==> config.mk <==
export PLATFORM = sky130hd
export DESIGN_NAME = uart_mmio_fifo
export DESIGN_NICKNAME = d
export VERILOG_FILES = /design/src/rtl/uart_mmio_fifo.sv
export SDC_FILE = /design/constraint.sdc
export NUM_CORES = 1
export LEC_CHECK = 0
export ABC_AREA = 1
export CAP_MARGIN = 10
export CELL_PAD_IN_SITES_DETAIL_PLACEMENT = 1
export CELL_PAD_IN_SITES_GLOBAL_PLACEMENT = 2
export CORE_ASPECT_RATIO = 1.1
export CORE_UTILIZATION = 38
export DETAILED_ROUTE_END_ITERATION = 10
export HOLD_SLACK_MARGIN = 0.03
export PLACE_DENSITY_LB_ADDON = 0.1
export SYNTH_ARGS = -nofsm -noshare
export SYNTH_HDL_FRONTEND = slang
export SYNTH_HIERARCHICAL = 1
export SYNTH_SLANG_ARGS = --single-unit
==> constraint.sdc <==
create_clock -name clk -period 6.65 [get_ports clk]
set_input_delay 1.33 -clock clk [delete_from_list [all_inputs] [get_ports clk]]
set_output_delay 1.33 -clock clk [all_outputs]
set_load 0.005 [all_outputs]
==> src/rtl/uart_mmio_fifo.sv <==
// uart_mmio_fifo: memory-mapped 8N1 UART with TX/RX FIFOs,
// 16x oversampling baud generator and maskable interrupt.

module uart_mmio_fifo_buf #(
  parameter int DEPTH = 8
) (
  input  logic                     clk,
  input  logic                     reset,
  input  logic                     push,
  input  logic                     pop,
  input  logic [7:0]               din,
  output logic [7:0]               dout,
  output logic [$clog2(DEPTH):0]   count,
  output logic                     full,
  output logic                     empty
);
  localparam int AW = $clog2(DEPTH);
  localparam logic [AW:0] ONE = (AW+1)'(1);
  localparam logic [AW:0] CAP = (AW+1)'(DEPTH);

  logic [7:0]  mem [DEPTH];
  logic [AW:0] wp;
  logic [AW:0] rp;

  always_ff @(posedge clk or negedge reset) begin
    if (!reset) begin
      wp <= '0;
      rp <= '0;
    end else begin
      if (push) wp <= wp + ONE;
      if (pop)  rp <= rp + ONE;
    end
  end

  always_ff @(posedge clk) begin
    if (push) mem[wp[AW-1:0]] <= din;
  end

  assign dout  = mem[rp[AW-1:0]];
  assign count = wp - rp;
  assign full  = count == CAP;
  assign empty = wp == rp;
endmodule

module uart_mmio_fifo #(
  parameter int          FIFO_DEPTH  = 8,
  parameter logic [15:0] DIV_DEFAULT = 16'd26,
  parameter logic [31:0] BASE_ADDR   = 32'h4000_0020
) (
  input  logic        clk,
  input  logic        reset,
  input  logic        rd,
  input  logic        wr,
  input  logic [31:0] addr,
  input  logic [31:0] wdata,
  output logic [31:0] rdata,
  input  logic        uart_rx,
  output logic        uart_tx,
  output logic        irqout
);
  localparam int CW = $clog2(FIFO_DEPTH) + 1;

  localparam logic [1:0] S_IDLE  = 2'd0;
  localparam logic [1:0] S_START = 2'd1;
  localparam logic [1:0] S_DATA  = 2'd2;
  localparam logic [1:0] S_STOP  = 2'd3;

  logic       hit;
  logic [2:0] off;
  logic       wr_tx, rd_rx, wr_st, wr_ctrl, wr_div;

  assign hit     = addr[31:5] == BASE_ADDR[31:5];
  assign off     = addr[4:2];
  assign wr_tx   = wr & hit & (off == 3'd0);
  assign rd_rx   = rd & hit & (off == 3'd1);
  assign wr_st   = wr & hit & (off == 3'd2);
  assign wr_ctrl = wr & hit & (off == 3'd3);
  assign wr_div  = wr & hit & (off == 3'd4);

  logic [2:0]  ctrl;
  logic        en;
  logic [15:0] div;
  logic [15:0] bcnt;
  logic        tick;

  assign en   = ctrl[0];
  assign tick = en & (bcnt == div);

  always_ff @(posedge clk or negedge reset) begin
    if (!reset) begin
      ctrl <= '0;
      div  <= DIV_DEFAULT;
    end else begin
      if (wr_ctrl) ctrl <= wdata[2:0];
      if (wr_div)  div  <= wdata[15:0];
    end
  end

  always_ff @(posedge clk or negedge reset) begin
    if (!reset)                   bcnt <= '0;
    else if (!en || wr_div)       bcnt <= '0;
    else if (bcnt == div)         bcnt <= '0;
    else                          bcnt <= bcnt + 16'd1;
  end

  logic          tx_push, tx_pop, tx_full, tx_empty;
  logic [7:0]    tx_head;
  logic [CW-1:0] tx_count;
  logic          rx_push, rx_pop, rx_full, rx_empty;
  logic [7:0]    rx_head;
  logic [CW-1:0] rx_count;

  uart_mmio_fifo_buf #(.DEPTH(FIFO_DEPTH)) u_txf (
    .clk(clk), .reset(reset),
    .push(tx_push), .pop(tx_pop),
    .din(wdata[7:0]), .dout(tx_head),
    .count(tx_count), .full(tx_full), .empty(tx_empty)
  );

  logic [7:0] rx_sh;

  uart_mmio_fifo_buf #(.DEPTH(FIFO_DEPTH)) u_rxf (
    .clk(clk), .reset(reset),
    .push(rx_push), .pop(rx_pop),
    .din(rx_sh), .dout(rx_head),
    .count(rx_count), .full(rx_full), .empty(rx_empty)
  );

  assign tx_push = wr_tx & ~tx_full;
  assign rx_pop  = rd_rx & ~rx_empty;

  logic [1:0] tx_st;
  logic [3:0] tx_tc;
  logic [2:0] tx_bit;
  logic [7:0] tx_sh;
  logic       tx_end;
  logic       tx_busy;

  assign tx_end  = tick & (tx_tc == 4'hf);
  assign tx_busy = tx_st != S_IDLE;
  // STOP hands straight to START so queued bytes go out gapless
  assign tx_pop  = en & ~tx_empty &
                   ((tx_st == S_IDLE) |
                    ((tx_st == S_STOP) & tx_end));

  always_ff @(posedge clk or negedge reset) begin
    if (!reset) begin
      tx_st  <= S_IDLE;
      tx_tc  <= '0;
      tx_bit <= '0;
      tx_sh  <= '0;
    end else if (!en) begin
      tx_st  <= S_IDLE;
      tx_tc  <= '0;
      tx_bit <= '0;
    end else begin
      if (tx_busy && tick) tx_tc <= tx_tc + 4'd1;
      if (tx_pop) begin
        tx_st <= S_START;
        tx_sh <= tx_head;
        tx_tc <= '0;
      end else begin
        case (tx_st)
          S_START: if (tx_end) begin
            tx_st  <= S_DATA;
            tx_bit <= '0;
          end
          S_DATA: if (tx_end) begin
            tx_sh  <= {1'b1, tx_sh[7:1]};
            tx_bit <= tx_bit + 3'd1;
            if (tx_bit == 3'd7) tx_st <= S_STOP;
          end
          S_STOP: if (tx_end) tx_st <= S_IDLE;
          default: ;
        endcase
      end
    end
  end

  assign uart_tx = ~((tx_st == S_START) |
                     ((tx_st == S_DATA) & ~tx_sh[0]));

  logic       rx_s1, rx_s2;
  logic [1:0] rx_st;
  logic [3:0] rx_tc;
  logic [2:0] rx_bit;
  logic       rx_end, rx_mid, rx_last;
  logic       ovr_set, fe_set, txo_set;

  assign rx_end  = tick & (rx_tc == 4'hf);
  assign rx_mid  = tick & (rx_tc == 4'd7);
  assign rx_last = en & (rx_st == S_STOP) & rx_end;
  assign rx_push = rx_last & rx_s2 & ~rx_full;
  assign ovr_set = rx_last & rx_s2 & rx_full;
  assign fe_set  = rx_last & ~rx_s2;
  assign txo_set = wr_tx & tx_full;

  always_ff @(posedge clk or negedge reset) begin
    if (!reset) begin
      rx_s1 <= 1'b1;
      rx_s2 <= 1'b1;
    end else begin
      rx_s1 <= uart_rx;
      rx_s2 <= rx_s1;
    end
  end

  always_ff @(posedge clk or negedge reset) begin
    if (!reset) begin
      rx_st  <= S_IDLE;
      rx_tc  <= '0;
      rx_bit <= '0;
      rx_sh  <= '0;
    end else if (!en) begin
      rx_st  <= S_IDLE;
      rx_tc  <= '0;
      rx_bit <= '0;
    end else begin
      if ((rx_st != S_IDLE) && tick) rx_tc <= rx_tc + 4'd1;
      case (rx_st)
        S_IDLE: if (!rx_s2) begin
          rx_st <= S_START;
          rx_tc <= '0;
        end
        // mid-start recheck rejects short glitches
        S_START: if (rx_mid) begin
          rx_tc  <= '0;
          rx_bit <= '0;
          rx_st  <= rx_s2 ? S_IDLE : S_DATA;
        end
        S_DATA: if (rx_end) begin
          rx_sh  <= {rx_s2, rx_sh[7:1]};
          rx_bit <= rx_bit + 3'd1;
          if (rx_bit == 3'd7) rx_st <= S_STOP;
        end
        S_STOP: if (rx_end) rx_st <= S_IDLE;
        default: ;
      endcase
    end
  end

  logic rx_ovr, frame_err, tx_ovf;

  always_ff @(posedge clk or negedge reset) begin
    if (!reset) begin
      rx_ovr    <= 1'b0;
      frame_err <= 1'b0;
      tx_ovf    <= 1'b0;
      irqout    <= 1'b0;
    end else begin
      rx_ovr    <= ovr_set | (rx_ovr & ~(wr_st & wdata[4]));
      frame_err <= fe_set | (frame_err & ~(wr_st & wdata[5]));
      tx_ovf    <= txo_set | (tx_ovf & ~(wr_st & wdata[6]));
      irqout    <= (ctrl[1] & ~rx_empty) |
                   (ctrl[2] & tx_empty & ~tx_busy) |
                   (ctrl[1] & (rx_ovr | frame_err));
    end
  end

  logic [7:0]  rx_cnt8;
  logic [31:0] status;

  assign rx_cnt8 = 8'(rx_count);
  assign status  = {16'h0, rx_cnt8, tx_busy, tx_ovf,
                    frame_err, rx_ovr, rx_full, rx_empty,
                    tx_empty, tx_full};

  always_comb begin
    rdata = '0;
    if (rd && hit) begin
      case (off)
        3'd1:    rdata = rx_empty ? 32'h0 : {24'h0, rx_head};
        3'd2:    rdata = status;
        3'd3:    rdata = {29'h0, ctrl};
        3'd4:    rdata = {16'h0, div};
        default: rdata = '0;
      endcase
    end
  end

  logic unused_bits;
  assign unused_bits = ^{addr[1:0], wdata[31:16], tx_count};
endmodule

==> results.toml, run 1 <==
[run_status]
status = "complete, but fails checks"
violations = "design-rule violations"

[cts]
clk_latency_ps = 520
numClockSinks = 219
cts_buffer_depth = 3
path_clk_slew_ps = 60
numCtsBuffers = 25
cts_resized = 0
h-tree-depth = 1
cts_tree = "built"
cts-root-buf = "clkbuf_16"
postCtsHoldBufs = 0
cts_setup_buffers = 0

[routing]
drt-pass1-iter-count = 7
via_per_inst = 4.833
drcViolationCount = 4
vias = 8395
wl_per_cell_um = 17.11
routed_wl_um = 29730
detail_route.iter0.violations = 384
ant_nets = 0

[timing]
fin_crit_sh_pct = 80.08
rsz0062_at_grt = "false"
hold_ws_ps = 357.3
final_hold_viol_count = 0
setup_viol = 0
drv_slew = 0
fmax_mhz = 187.8
fin_crit_ps = 5325
tightest_slew_ps = 932.7
final.setup.tns_ps = 0
skew_ps = 6.728
slew_headroom_pct = 37.59

[power_and_ir_drop]
ir_worst_vdd_uv = 190.7
power.static_leakage_uw = 0.005891
p_per_area_nw_per_um2 = 223.2

[cells_and_area]
nNetsFinal = 1439
areaGrowthSynthToFinish_pct = 15.00
drive_above_1_share_pct = 6.501
diodes = 0
fin_cells = 1737
postLayoutCellArea_um2 = 12840

[die]
die_y_um = 181.8
die_width_um = 165.4
dieArea_um2 = 30070
fp.coreArea_um2 = 28790
fp-row-count = 65
initial_core_util_pct = 38.78
ios = 103

[worst_setup_path]
crit_chain = "clkdlybuf4s50_1 > nor2_1 > inv_1 > nor2_1 > inv_1 > o22ai_1 > a21oi_1 > a21oi_1 > clkdlybuf4s50_1"
cp_max_fo = 14
critPathCaptureType = "output pin"
crit_required_ps = 5320
start_kind = "input pin"
path_buf_inv = 4
path_class = "input pin to output pin"
crit_family = "buffers and inverters"
worst-endpoint-arrival_ps = 4000
cp_slowest_cell = "clkdlybuf4s50_1"
cpPeakStageDelay_ps = 560

[place]
port_buffers = 68
dp_hpwl_um = 21360
placed_cells = 1692
post_dp_cell_area_um2 = 12050
place.gp.congestion = 0.7880

[global_route]
track_usage_pct = 20.62
overflow = 0
antenna_found_initial = 0
grt_pass1_vias = 8776
grt_pass1_wl_um = 47770
grt_max_degree = 48

[run]
cap_violations = 0

[synthesis]
synth_area_um2 = 11160
syn_area_per_cell_um2 = 8.709
synth_cells = 1282
ys_warn_count = 6

[min_path]
hold_class = "flop to flop"
-- per-layer routing --
layer	vias to the layer above	global-route usage (%)	part of all wire [%]
met5	-	0	0
met4	0	4.764	1.9
met3	38	2.490	2.4
met2	79	36.59	50
met1	4084	26.51	46
li1	4194	-	-
-- worst reg2reg max path: cells and delay by family (launching register included) --
family	cells	cell delay (ps)
fa+ha+maj	1	470
flops	1	640
simple gates	6	2140
compound gates	1	210
buf+inv	1	450
-- final timing paths --
path | from | to | slack (ps) | cells after the start
worst max-delay path | addr[2] | rdata[2] | 1320 | 9
worst min-delay path | rx_s1 | rx_s2 | 360 | 0
worst max register to register | u_rxf/rp[2] | u_rxf/mem[4][7] | 2360 | 9
worst min register to register | rx_s1 | rx_s2 | 360 | 0
max in group asynchronous | reset | rx_bit[0] | 4700 | 2
min in group asynchronous | reset | tx_ovf | 840 | 1
-- cell type report --
class / count / area, um2
clock buffer: 34 / 709.4
clock inverter: 11 / 83.83
fill: 3379 / 15950
inverter: 195 / 738.2
multi-input combinational: 834 / 3981
sequential: 219 / 6127
tap: 368 / 460.4
timing repair buffer: 76 / 738.2
-- sequential cells by signal (all words and copies together), names as in the netlist, 2 cells and up --
signal,flops
tx_bit,3
u_rxf/rp,4
rx_tc,4
u_rxf/mem,64
tx_sh,8
u_txf/wp,4
u_txf/rp,4
div,16
rx_bit,3
ctrl,3
rx_st,2
u_txf/mem,64
u_rxf/wp,4
bcnt,16
tx_st,2
rx_sh,8
tx_tc,4
-- report_power, final --
part / switching (uW) / total, uW / internal, uW / leakage [uW]
logic: 58.6 / 98.4 / 39.7 / 0.00342
registers: 5.75 / 1450 / 1440 / 0.00207
clock network: 540 / 1320 / 782 / 0.000394
total: 604 / 2870 / 2260 / 0.00589
-- layout by cell type, fill, tap and decap left out, types with 18 or more instances in the layout --
master,n
edfxtp_1,128
dfrtp_1,86
o21ai_0,29
nor2_1,79
nand4_1,22
nand2_1,445
clkbuf_16,25
clkdlybuf4s50_1,67
nand3_1,108
nor3_1,18
xor2_1,30
inv_1,178
-- metrics by stage --
step | util, % | setup slack, ps | total power [uW]
after floorplan | - | 2927 | 1515
after global placement | 41.84 | 1339 | 1570
after detailed placement | 41.84 | 1331 | 1572
after CTS | 44.59 | 1330 | 2908
after global routing | 44.59 | 1090 | 2964
final | 44.59 | 1325 | 2866
Note: power is estimated with default switching activity, not from simulation.
==> run 2: changes to the inputs <==
CORE_UTILIZATION = 32   (was 38)
clock period = 4.4 ns   (was 6.65 ns; I/O delays follow)
==> run 2 against run 1 <==
  * Final cell count rose by 5.9%
  * Final area increased by 2.9%
  * The run now ends clean
  * Combinational power increased by 58%
  * Core utilization is 6.1 points lower
  * Critical path depth increased by 1
  * Sequential share of layout area is 1.4 points lower
  * Largest cell class unchanged
  * Non-clock buffer count rose by 27
  * Wire length up 6.8%
==> results.toml, run 2 (synthesized netlist as in run 1, its figures left out) <==
[worst_setup_path]
cp_max_fo = 18
cpPeakStageDelay_ps = 560
start_kind = "flop"
path_class = "flop to output pin"
crit_required_ps = 3520
cp_slowest_cell = "clkdlybuf4s50_1"
critPathCaptureType = "output pin"
crit_chain = "inv_2 > ha_1 > nand3_1 > nor2_1 > inv_1 > nand3_1 > inv_1 > a221oi_1 > nor2_1 > clkdlybuf4s50_1"
worst-endpoint-arrival_ps = 3310

[cts]
numCtsBuffers = 27
cts_resized = 0
clk_latency_ps = 550
numClockSinks = 219
cts_buffer_depth = 3
cts_tree = "built"
path_clk_slew_ps = 60
h-tree-depth = 1
cts_setup_buffers = 0
cts-root-buf = "clkbuf_16"
postCtsHoldBufs = 0

[routing]
drcViolationCount = 0
detail_route.iter0.violations = 283
drt-pass1-iter-count = 4
wl_per_cell_um = 17.26
routed_wl_um = 31740
via_per_inst = 4.623
ant_nets = 0
vias = 8502

[place]
port_buffers = 68
dp_slack_ps = 102.8
place.gp.congestion = 0.7740
dp_hpwl_um = 22500
post_dp_cell_area_um2 = 12340

[die]
ios = 103
die_y_um = 197.9
die_width_um = 180.1
initial_core_util_pct = 32.56
dieArea_um2 = 35640
fp.coreArea_um2 = 34290
fp-row-count = 71

[min_path]
hold_class = "input pin to async pin"

[timing]
tightest_slew_ps = 682.6
fin_crit_ps = 4190
slew_headroom_pct = 54.07
fin_crit_sh_pct = 95.22
drv_slew = 0
final.setup.tns_ps = 0
fmax_mhz = 238.7
skew_ps = 16.81
rsz0062_at_grt = "false"
setup_viol = 0
final_hold_viol_count = 0
fin_ws_ps = 210.3

[cells_and_area]
postLayoutCellArea_um2 = 13210
multi_input_area_um2 = 3981
final_cell_mix = "445 x nand2_1, 178 x inv_1, 128 x edfxtp_1"
nNetsFinal = 1468
layout_commonest_cell = "nand2_1"
drive_above_1_share_pct = 8.423
areaGrowthSynthToFinish_pct = 18.35
seqCellArea_um2 = 6127
final_core_util_pct = 38.53
nFillCells = 4070
diodes = 0

[global_route]
grt_pass1_wl_um = 50560
grt_pass1_vias = 8873
track_usage_pct = 18.39
antenna_found_initial = 0
overflow = 0
grt_max_degree = 37

[power_and_ir_drop]
ir_worst_vdd_uv = 273.2
power.static_leakage_uw = 0.006070
p_per_area_nw_per_um2 = 342.3

[run]
cap_violations = 0

[run_status]
status = "completed"
-- run 2: area by class of cell --
cell class	instances	area share [%]
Sequential cell	219	46.37
Clock inverter	7	0.4545
Clock buffer	43	6.184
Timing Repair Buffer	103	7.121
Inverter	195	5.587
Tap cell	438	4.148
Multi-Input combinational cell	834	30.13
-- run 2: routing by layer --
metal / share of wire, % / vias to the layer above / wire length [um] / GRT usage [%]
li1: - / 4258 / - / -
met1: 47 / 4104 / 14840 / 24.25
met2: 48 / 102 / 15170 / 31.88
met3: 2.8 / 38 / 879 / 1.894
met4: 2.7 / 0 / 855 / 5.540
met5: 0 / - / 0 / 0
-- run 2: final timing paths --
path | start | to | cells past startpoint | slack, ps
max in group asynchronous | reset | div[3] | 2 | 3290
min in group clk | rx_s1 | rx_s2 | 0 | 370
setup / recovery | u_rxf/rp[1] | rdata[6] | 10 | 210
hold reg to reg | rx_s1 | rx_s2 | 0 | 370
hold / removal | reset | rx_sh[0] | 1 | 250
setup reg to reg | u_rxf/rp[0] | u_rxf/mem[7][1] | 9 | 1320
-- run 2: through the flow --
| stage | total power [uW] | hold WS (ps) | std cells |
|---|---|---|---|
| 4_1_cts | 4610 | 228.9 | 1839 |
| 5_1_grt | 4696 | 238.8 | 1839 |
| 6_report | 4523 | 245.6 | 1839 |
| 3_5_place_dp | 2383 | 349.9 | 1789 |
| 3_3_place_gp | 2383 | 345.9 | 1789 |
| 2_1_floorplan | 2290 | 345.2 | 1297 |
-- run 2: worst max-delay path: cells and delay by family (launching register included) --
kind,cells,cell delay (ps)
AOI/OAI and AO/OA,1,150
DFF,1,380
and+or+nand+nor,4,600
buffers and inverters,4,1280
adders and majority gates,1,340
-- run 2: power by group --
group          switching [uW]  total, uW  internal (uW)
clock                     905       2180           1280
combinational            93.1        155           61.6
sequential               9.57       2190           2180
total                    1010       4520           3520
